File: config.mk
export PLATFORM = sky130hd
export DESIGN_NAME = braille_entry_encoder
export DESIGN_NICKNAME = d
export VERILOG_FILES = /design/src/rtl/braille_entry_encoder.sv
export SDC_FILE = /design/constraint.sdc
export NUM_CORES = 1
export LEC_CHECK = 0
export CAP_MARGIN = 20
export CORE_UTILIZATION = 25
export CTS_BUF_LIST = sky130_fd_sc_hd__clkbuf_16
export CTS_CLUSTER_DIAMETER = 40
export DETAILED_ROUTE_END_ITERATION = 10
export PLACE_DENSITY = 0.45
export SYNTH_ARGS = -nofsm -noshare
export SYNTH_HDL_FRONTEND = slang
export SYNTH_SLANG_ARGS = --single-unit
File: constraint.sdc
create_clock -name clk -period 5.75 [get_ports clk]
set_input_delay 1.15 -clock clk [delete_from_list [all_inputs] [get_ports clk]]
set_output_delay 1.15 -clock clk [all_outputs]
set_load 0.1 [all_outputs]
File: src/rtl/braille_entry_encoder.sv
// Braille entry encoder: synchronises six dot switches and the ENTER button,
// debounces ENTER, and decodes the captured cell into a letter code A..P.
// Each press produces exactly one strobe: valid for a table hit, err for a miss.
module braille_entry_encoder #(
  parameter int unsigned DEBOUNCE_CYCLES = 500000,
  parameter int unsigned CNT_W           = 20
) (
  input  logic       clk,
  input  logic       rst,
  input  logic [5:0] dots,
  input  logic       enter,
  output logic [3:0] playeralph,
  output logic       valid,
  output logic       err,
  output logic       busy
);

  typedef enum logic [1:0] {
    IDLE,
    DB_PRESS,
    WAIT_RELEASE
  } state_t;

  localparam logic [CNT_W-1:0] CNT_LAST = CNT_W'(DEBOUNCE_CYCLES - 1);

  // Reset-release qualifier: the input synchronisers start sampling only
  // after two edges following rst release.
  logic [1:0]       arm_q, arm_d;

  logic             enter_meta_q, enter_meta_d;
  logic             enter_s_q, enter_s_d;
  logic [5:0]       dots_meta_q, dots_meta_d;
  logic [5:0]       dots_s_q, dots_s_d;

  state_t           state_q, state_d;
  logic [CNT_W-1:0] count_q, count_d;
  logic [3:0]       playeralph_q, playeralph_d;
  logic             valid_q, valid_d;
  logic             err_q, err_d;
  logic             busy_q, busy_d;

  logic [4:0]       dec;

  // Map a dot pattern to {hit, code}; any pattern not in A..P is a miss.
  function automatic logic [4:0] decode(input logic [5:0] d);
    logic [4:0] r;
    case (d)
      6'h01:   r = {1'b1, 4'd0};
      6'h03:   r = {1'b1, 4'd1};
      6'h09:   r = {1'b1, 4'd2};
      6'h19:   r = {1'b1, 4'd3};
      6'h11:   r = {1'b1, 4'd4};
      6'h0B:   r = {1'b1, 4'd5};
      6'h1B:   r = {1'b1, 4'd6};
      6'h13:   r = {1'b1, 4'd7};
      6'h0A:   r = {1'b1, 4'd8};
      6'h1A:   r = {1'b1, 4'd9};
      6'h05:   r = {1'b1, 4'd10};
      6'h07:   r = {1'b1, 4'd11};
      6'h0D:   r = {1'b1, 4'd12};
      6'h1D:   r = {1'b1, 4'd13};
      6'h15:   r = {1'b1, 4'd14};
      6'h0F:   r = {1'b1, 4'd15};
      default: r = '0;
    endcase
    return r;
  endfunction

  assign dec = decode(dots_s_q);

  // Input synchroniser next-state: two flops per input, held clear until armed.
  always_comb begin
    arm_d        = {arm_q[0], 1'b1};
    enter_meta_d = arm_q[1] ? enter : enter_meta_q;
    dots_meta_d  = arm_q[1] ? dots  : dots_meta_q;
    enter_s_d    = enter_meta_q;
    dots_s_d     = dots_meta_q;
  end

  // Debounce FSM next-state and registered output computation.
  always_comb begin
    state_d      = state_q;
    count_d      = count_q;
    playeralph_d = playeralph_q;
    valid_d      = 1'b0;
    err_d        = 1'b0;
    case (state_q)
      IDLE: begin
        if (enter_s_q) begin
          state_d = DB_PRESS;
          count_d = CNT_W'(1);
        end
      end
      DB_PRESS: begin
        if (!enter_s_q) begin
          state_d = IDLE;
          count_d = '0;
        end else if (count_q == CNT_LAST) begin
          if (dec[4]) begin
            playeralph_d = dec[3:0];
            valid_d      = 1'b1;
          end else begin
            err_d = 1'b1;
          end
          state_d = WAIT_RELEASE;
          count_d = '0;
        end else begin
          count_d = count_q + CNT_W'(1);
        end
      end
      WAIT_RELEASE: begin
        if (enter_s_q) begin
          count_d = '0;
        end else if (count_q == CNT_LAST) begin
          state_d = IDLE;
          count_d = '0;
        end else begin
          count_d = count_q + CNT_W'(1);
        end
      end
      default: begin
        state_d = IDLE;
        count_d = '0;
      end
    endcase
    busy_d = (state_d != IDLE);
  end

  // All state registers, cleared asynchronously by the active-low reset.
  always_ff @(posedge clk or negedge rst) begin
    if (!rst) begin
      arm_q        <= '0;
      enter_meta_q <= 1'b0;
      enter_s_q    <= 1'b0;
      dots_meta_q  <= '0;
      dots_s_q     <= '0;
      state_q      <= IDLE;
      count_q      <= '0;
      playeralph_q <= '0;
      valid_q      <= 1'b0;
      err_q        <= 1'b0;
      busy_q       <= 1'b0;
    end else begin
      arm_q        <= arm_d;
      enter_meta_q <= enter_meta_d;
      enter_s_q    <= enter_s_d;
      dots_meta_q  <= dots_meta_d;
      dots_s_q     <= dots_s_d;
      state_q      <= state_d;
      count_q      <= count_d;
      playeralph_q <= playeralph_d;
      valid_q      <= valid_d;
      err_q        <= err_d;
      busy_q       <= busy_d;
    end
  end

  assign playeralph = playeralph_q;
  assign valid      = valid_q;
  assign err        = err_q;
  assign busy       = busy_q;

endmodule
# Yosys cells after proc, flatten, opt, wreduce, memory -nomap -nowiden
# Memory sizes are Yosys's and may differ from the RTL's.
# Index checks and enable logic that the tools add are counted.
# op_classes
addsub	1
eq_ne	4
mux	20
reduce_logical	3
# ops
op	count
$mux W20	4
$pmux W20 S3	1
$add A20 B1 Y20 const B	1
$eq A20 B19 Y1 const B	1
$mux W2	5
$mux W1	8
$pmux W2 S3	1
$mux W5	1
$reduce_and A4 Y1	1
$eq A2 B1 Y1 const B	1
$eq A2 B2 Y1 const B	1
$logic_not A2 Y1	1
$ne A2 B2 Y1 const B	1
$reduce_bool A2 Y1	1
# totals
reg_bits	45
romBits	160
inputBits	9
output_inout_bits	7
wordCells	40
mem_count	1
# memory_table
name	words	word_bits	read_ports	rd_ports_with_merged_regs	write_ports	line_no	source
(no name shown)	32	5	1	0	0	47	case (d)

# Longest topological paths before layout
# Gate-level depths: netlist of the first run.
# An unclocked memory read counts as a cell.
# logic_depth
ltp_word	6
mapped_depth	7
ltp_nobuf	7

# Least setup slack after synthesis of the first run
# OpenSTA, ideal clock, no wires.
# synth_timing
kind	reg2reg
start	register dots_s_q[1]
end	register playeralph_q[0], in the netlist playeralph[0]
setup_time_ps	125
arrival_ps	1961
t_required_ps	5625
slack_ps	3663
path_stages_with_launch	8
period_less_slack_ps	2087
path_cell_list	dfrtp_1 inv_1 ha_1 nand2_1 o221a_1 a211oi_2 or3b_4 mux2_4
# synth_via
elab_chain_len	3
# synth_lines
item	line_no	source
from (decl)	33	logic [5:0] dots_s_q, dots_s_d;
from (signal assigned)	148	dots_s_q <= dots_s_d;
$mem_v2 Z32 W5 *	-	
$mux W5 *	47	
$reduce_and A4 Y1 (no source line)	-	
to (signal assigned)	151	playeralph_q <= playeralph_d;
to (decl)	37	logic [3:0] playeralph_q, playeralph_d;
# Mark *: on every way between the ends. The rest lies on a longest branch, timed or not.
# A chain may end at the register's enable or synchronous reset.

# Worst setup path in the final report of the first run
# layout_timing
start	register playeralph_q[1], in the netlist playeralph[1]
end	output playeralph[1]
# layout_rtl
item	line_no	source
to (decl)	12	output logic [3:0] playeralph,
# No word-level cell between the ends.

==> results of run 1 <==
[cell type report]
type	instances	area [um^2]
clock inverters	3	47.5
clock buffers	5	125
inverters	9	33.8
flip-flops and latches	45	1130
repair buffers	18	180
well taps	108	135
multi-input cells	170	1090
fillers	900	6070
[stage by stage]
| step | cell area (um^2) | std cells |
|---|---|---|
| after global routing | 2740 | 358 |
| final | 2740 | 358 |
| after floorplan | 2300 | 237 |
| after detailed placement | 2540 | 349 |
| after CTS | 2720 | 357 |
| after global placement | 2540 | 349 |
[power breakdown]
part | switching (mW) | leakage, nW | total (mW) | internal, mW
Clock | 0.127 | 0.0848 | 0.335 | 0.208
Combinational | 0.0480 | 0.449 | 0.0864 | 0.0384
Sequential | 0.0252 | 0.584 | 0.360 | 0.335
[cells in the mapped netlist, types with 5 or more instances]
cell	number	area (um^2)
nor2_1	13	48.8
nand4_1	6	37.5
nand2_1	23	86.3
nand3_1	12	60.1
o21ai_0	16	80.1
inv_1	8	30.0
a21oi_1	19	95.1
nor3b_1	6	45.0
dfrtp_1	45	1130
a31oi_1	6	37.5
clkbuf_1	9	33.8
nor3_1	5	25.0
ha_1	5	62.6
mux2_2	7	78.8
mux2i_1	5	50.1
[routing by layer]
metal,up-vias,routed length [um]
li1,882,-
met1,842,2420
met2,24,2260
met3,4,101
met4,0,58
met5,-,0
[logic make-up (layout without fill, tap and decap cells)]
kind of cell / Yosys count / count (layout)
DFF: 45 / 45
AOI/OAI and AO/OA: 62 / 62
other: 1 / 1
and+or+nand+nor: 86 / 86
buffers and inverters: 22 / 35
adders and majority gates: 5 / 5
muxes: 16 / 16
[sequential cells by signal (all words and copies together) (netlist names)]
| register | count |
|---|---|
| enter_meta_q | 1 |
| playeralph | 4 |
| count_q | 20 |
| valid | 1 |
| state_q | 2 |
| err | 1 |
| dots_s_q | 6 |
| enter_s_q | 1 |
| busy | 1 |
| dots_meta_q | 6 |
| arm_q | 2 |
[worst max path at each step]
stage,slack (ns),start,cells after the start,to
2_1_floorplan,3.66,dots_s_q[1],7,playeralph[0]
3_3_place_gp,3.15,playeralph[2],1,playeralph[2]
3_5_place_dp,3.14,playeralph[1],1,playeralph[1]
4_1_cts,2.82,playeralph[1],1,playeralph[1]
5_1_grt,2.80,playeralph[2],1,playeralph[2]
6_report,2.83,playeralph[1],1,playeralph[1]
==> metrics.md, run 1 <==
| Metric | Value |
|---|---|
| Status | `complete, no violations` |
| ANT cells | `0` |
| Via density | `4.89` |
| Clock Tree Root | `clkbuf_16` |
| Crit path arrival time | `1.77 ns` |
| Layout Nets | `263` |
| CP startpoint kind | `flop` |
| Warnings from Yosys | `0` |
| Postcts setup bufs | `0` |
| Htree depth | `2` |
| Synth Area in Simple Gates | `19.5%` |
| Total number of vias | `1,752` |
| Tightest Pin Transition | `0.963 ns` |
| Tightest Hold Check Type | `flop to flop` |
| Final worst-path cycle share | `50.7%` |
| GR peak layer | `met2` |
| Initial Util | `26.1%` |
| Area grow syn2layout | `18.9%` |
| Overall Global Routing Usage | `11.2%` |
| CTS Buffer Depth | `2` |
| Largest family of logic cells by synthesized area | `simple AND/OR/NAND/NOR gates` |
| Commonest non-fill, non-tap cell in the layout | `dfrtp_1` |
| CP endpoint kind | `primary output` |
| Die Ht | `97.9 um` |
| Most frequent cells in the layout | `45 x dfrtp_1, 23 x nand2_1, 19 x a21oi_1, 16 x o21ai_0, 14 x clkdlybuf4s50_1` |
| CTS Sinks | `45` |
| Met3 GRT Util | `1.65%` |
| Worst path cell trace | `clkdlybuf4s50_1` |
| Row Count | `34` |
| Final HPWL from detailed placement | `3350 um` |
| Met2 Use GR | `17.6%` |
| Slowest-stage cell, CP | `clkdlybuf4s50_1` |
| Skew final | `0.00532 ns` |
| Leak | `1.12 nW` |
| Die Wd | `97.9 um` |
| GR Overflow Total | `0` |
| Clock slew seen by the registers of the worst setup and hold paths | `0.06 ns` |
| Drc violations | `0` |
| CP required | `4.60 ns` |
| Fin. Hold Viols | `0` |
| Final Util | `31.1%` |
| Number of global-route vias before repair | `1,704` |
| Worst vdd ir | `0.105 mV` |
| Post-Syn Instances | `237` |
| Remaining antenna violation count | `0` |
| Async set-reset flop share out of synthesis | `100%` |
| Antenna violations before repair | `0` |
| Max-Cap Viols | `0` |
| Unique masters post-synth | `45` |
| Reg2reg end | `playeralph[0]` |
| Share of cells above drive strength 1 | `11.2%` |
| Post-Syn Area | `2300 um^2` |
| Period minus WS final | `2.92 ns` |
| Setup TNS | `0 ns` |
| Placer congestion estimate | `0.725` |
| Avg Synthesized Cell Area | `9.71 um^2` |
| CP Max Fanout | `2` |
| Reg2Reg Depth | `6` |
| R2R setup slack | `3.42 ns` |
| Final hold slack | `0.354 ns` |
| Mux cell area share after synthesis | `8.21%` |
| Post-DR wirelength/cell | `13.5 um` |
| Ports | `16` |
| RSZ-0062 raised after global routing | `no` |
| Post-synth EDFFs | `0` |
| First-pass GRT wire length | `8530 um` |
| Peak per-stage delay on the critical path | `1.13 ns` |
| Hold path cells | `0` |
| Met1 Track Usage GR | `15.1%` |
| Xor and xnor area share after synthesis | `0%` |
| FMAX | `343 MHz` |
| CTS tree | `built` |
| Worst-case hold path end point | `arm_q[1]` |
| Final WL | `4840 um` |
| Worst-Skew Late Latency | `0.29 ns` |
| Pre-CTS setup slack | `3.14 ns` |
| Register bit total from synthesis | `45` |
| # port buffers | `15` |
| Post-synthesis adder-cell area fraction | `2.72%` |
| Total CTS buffers | `5` |
| Router iterations before antenna repair | `4` |
| Syn_nets | `251` |
| Die area | `9590 um^2` |
| Fin. max-slew vios | `0` |
| Relative slew margins | `35.6%` |
| Leading register cell type out of synthesis | `dfrtp_1` |
| Post_cts resized | `0` |
| Setup ws final | `2.83 ns` |
| Reg2reg start | `dots_s_q[0]` |
| Worst Path Buf+Inv | `1` |
| Power Density | `285 nW/um^2` |
| Core ar. | `8810 um^2` |
| Cts-stage hold buffer count | `0` |
| Setup Viol. Count Final | `0` |
| Seq/Total Area, Yosys | `48.9%` |
| Crit Path Class | `flop to primary output` |
| CP delay by family, top | `buffers and inverters` |
| 1st-iter DRT viols | `151` |
| Largest net degree at the start of global routing | `46` |
| Post-synthesis compound-gate area fraction | `16.7%` |
| Total chip power | `0.781 mW` |
| Hold path start | `arm_q[0]` |
No activity file was read; power rests on OpenSTA's default activity.
==> inputs of run 2 (changes only) <==
--- a/config.mk
+++ b/config.mk
@@ -10,7 +10,7 @@
 export CTS_BUF_LIST = sky130_fd_sc_hd__clkbuf_16
 export CTS_CLUSTER_DIAMETER = 40
 export DETAILED_ROUTE_END_ITERATION = 10
-export PLACE_DENSITY = 0.45
+export PLACE_DENSITY = 0.47
 export SYNTH_ARGS = -nofsm -noshare
 export SYNTH_HDL_FRONTEND = slang
 export SYNTH_SLANG_ARGS = --single-unit
==> constraint.sdc (replaced) <==
create_clock -name clk -period 2.6 [get_ports clk]
set_input_delay 0.52 -clock clk [delete_from_list [all_inputs] [get_ports clk]]
set_output_delay 0.52 -clock clk [all_outputs]
set_load 0.1 [all_outputs]
==> metrics.md, run 2 (synthesis results as in run 1) <==
| Metric | Value |
|---|---|
| Total number of vias | `1,755 (+0.17%)` |
| Clock Tree Root | `clkbuf_16` |
| Status | `complete, no violations` |
| Postcts setup bufs | `0 (unchanged)` |
| Cts-stage hold buffer count | `0 (unchanged)` |
| Placer congestion estimate | `0.799 (+10%)` |
| CP endpoint kind | `flop` |
| ANT cells | `0 (unchanged)` |
| Most frequent cells in the layout | `45 x dfrtp_1, 23 x nand2_1, 19 x a21oi_1, 16 x o21ai_0, 13 x nor2_1` |
| CTS tree | `built` |
| Total chip power | `1.74 mW (+120%)` |
| Setup Viol. Count Final | `0 (unchanged)` |
| Area grow syn2layout | `18.4%` |
| CTS Sinks | `45 (unchanged)` |
| Final hold slack | `0.181 ns (-0.172 ns)` |
| Die Wd | `97.9 um (unchanged)` |
| Worst-Skew Late Latency | `0.29 ns (about the same)` |
| 1st-iter DRT viols | `61 (-60%)` |
| Crit Path Class | `flop to flop` |
| Worst Path Buf+Inv | `0 (-1)` |
| Setup ws final | `0.375 ns (-2.46 ns)` |
| Leak | `1.14 nW (+1.8%)` |
| Peak per-stage delay on the critical path | `0.47 ns (-0.66 ns)` |
| Post_cts resized | `0 (unchanged)` |
| Drc violations | `0 (unchanged)` |
| Clock slew seen by the registers of the worst setup and hold paths | `0.07 ns (about the same)` |
| Dpl cells | `352 (+0.86%)` |
| CP delay by family, top | `simple AND/OR/NAND/NOR gates` |
| Die Ht | `97.9 um (unchanged)` |
| Worst vdd ir | `0.323 mV (+210%)` |
| Layout Nets | `265 (+0.76%)` |
| Biggest regs | `count_q (20), dots_meta_q (6), dots_s_q (6)` |
| Number of global-route vias before repair | `1,675 (-1.7%)` |
| Worst path cell trace | `ha_1 > nand2_1 > o221a_1 > a211oi_2 > or3b_4 > mux2_4` |
| Final Util | `30.9% (-0.14 points)` |
| Final WL | `4910 um (+1.4%)` |
| Setup TNS | `0 ns (unchanged)` |
| Fin. Hold Viols | `0 (unchanged)` |
| Die area | `9590 um^2 (unchanged)` |
| First-pass GRT wire length | `8420 um (-1.3%)` |
| Commonest non-fill, non-tap cell in the layout | `dfrtp_1` |
| Remaining antenna violation count | `0 (unchanged)` |
| Filler cell count | `881 (-2.1%)` |
| Ports | `16 (unchanged)` |
| Share of cells above drive strength 1 | `14.7% (+3.5 points)` |
| Cell area after layout | `2720 um^2 (-0.46%)` |
| Slowest-stage cell, CP | `dfrtp_1` |
| Core ar. | `8810 um^2 (unchanged)` |
| Max FFs per register | `20 (unchanged)` |
| # port buffers | `15 (unchanged)` |
| Initial Util | `26.1% (unchanged)` |
| CTS Buffer Depth | `2 (unchanged)` |
| CP required | `2.78 ns (-1.82 ns)` |
| Row Count | `34 (unchanged)` |
| Max-Cap Viols | `0 (unchanged)` |
| FMAX | `449 MHz` |
| Skew final | `0.00285 ns (-0.00247 ns)` |
| Largest net degree at the start of global routing | `21 (-54%)` |
| GR Overflow Total | `0 (unchanged)` |
| Period minus WS final | `2.22 ns` |
| Non-filler cells, final | `360 (+0.56%)` |
| Router iterations before antenna repair | `4 (unchanged)` |
| Pre-CTS setup slack | `0.371 ns (-2.77 ns)` |
| Overall Global Routing Usage | `11.1% (-0.12 points)` |
| Placed cell area | `2550 um^2 (+0.20%)` |
| CP startpoint kind | `flop` |
| Power Density | `640 nW/um^2 (+120%)` |
| Crit path depth | `6 (+5)` |
| Final worst-path cycle share | `85.6%` |
| Reg2Reg Depth | `6 (unchanged)` |
| Fin. max-slew vios | `0 (unchanged)` |
| Final HPWL from detailed placement | `3520 um (+5.2%)` |
| Crit path arrival time | `2.40 ns (+0.63 ns)` |
| Via density | `4.88 (-0.39%)` |
| Post-DR wirelength/cell | `13.6 um (+0.86%)` |
| Top reg by flops | `count_q` |
| Tightest Hold Check Type | `primary input to async pin` |
| CP Max Fanout | `7 (+5)` |
| Total CTS buffers | `5 (unchanged)` |
| RSZ-0062 raised after global routing | `no` |
| Antenna violations before repair | `0 (unchanged)` |
| Htree depth | `2 (unchanged)` |
## run 2: changes by cell type in the layout (fill, tap and decap cells not counted)
cell / delta
buf_12: -1
clkinv_4: +1
clkdlybuf4s50_1: -7
inv_6: -2
inv_8: +1
buf_4: +10
## run 2: routing by layer
layer,track usage (%),vias to the layer above,share of wire (%)
met1,15.2,837,52
met4,4.55,0,1.6
met5,0,-,0
met2,16.8,23,44
li1,-,888,-
met3,2.43,7,2.6
## run 2: layout make-up
cell class                 count  area (um^2)  share of cell area [%]
inverter                       9         33.8                    1.24
multi-input combinational    170         1090                    40.0
sequential                    45         1130                    41.3
clock inverter                 3         50.0                    1.84
timing repair buffer          20          165                    6.06
tap                          108          135                    4.96
clock buffer                   5          125                    4.59
## run 2: where the power goes
part	leakage, nW	switching, mW	internal, mW	total, mW
Combinational	0.468	0.107	0.0855	0.193
Sequential	0.584	0.0558	0.741	0.796
Clock	0.0859	0.292	0.462	0.754
Total	1.14	0.455	1.29	1.74
## run 2: worst paths after layout
kind                              from       endpoint  slack (ns)
max                        dots_s_q[0]  playeralph[2]        0.38
min                                rst     count_q[6]        0.18
max reg2reg                dots_s_q[0]  playeralph[2]        0.38
min reg2reg                   arm_q[0]       arm_q[1]        0.36
max in group asynchronous          rst      enter_s_q        1.84
min in group clk              arm_q[0]       arm_q[1]        0.36
## run 2: worst reg2reg max path, stage by stage, from the launching register on
cell and delay [ns]:
dfrtp_1 0.47, ha_1 0.27, nand2_1 0.09, o221a_1 0.26
a211oi_2 0.26, or3b_4 0.46, mux2_4 0.31
==> inputs of run 3 (changes only) <==
--- a/config.mk
+++ b/config.mk
@@ -11,6 +11,7 @@
 export CTS_CLUSTER_DIAMETER = 40
 export DETAILED_ROUTE_END_ITERATION = 10
 export PLACE_DENSITY = 0.47
+export SLEW_MARGIN = 20
 export SYNTH_ARGS = -nofsm -noshare
 export SYNTH_HDL_FRONTEND = slang
 export SYNTH_SLANG_ARGS = --single-unit
==> results of run 3 <==
The final DEF is identical to that of run 2; final timing and power are the same.
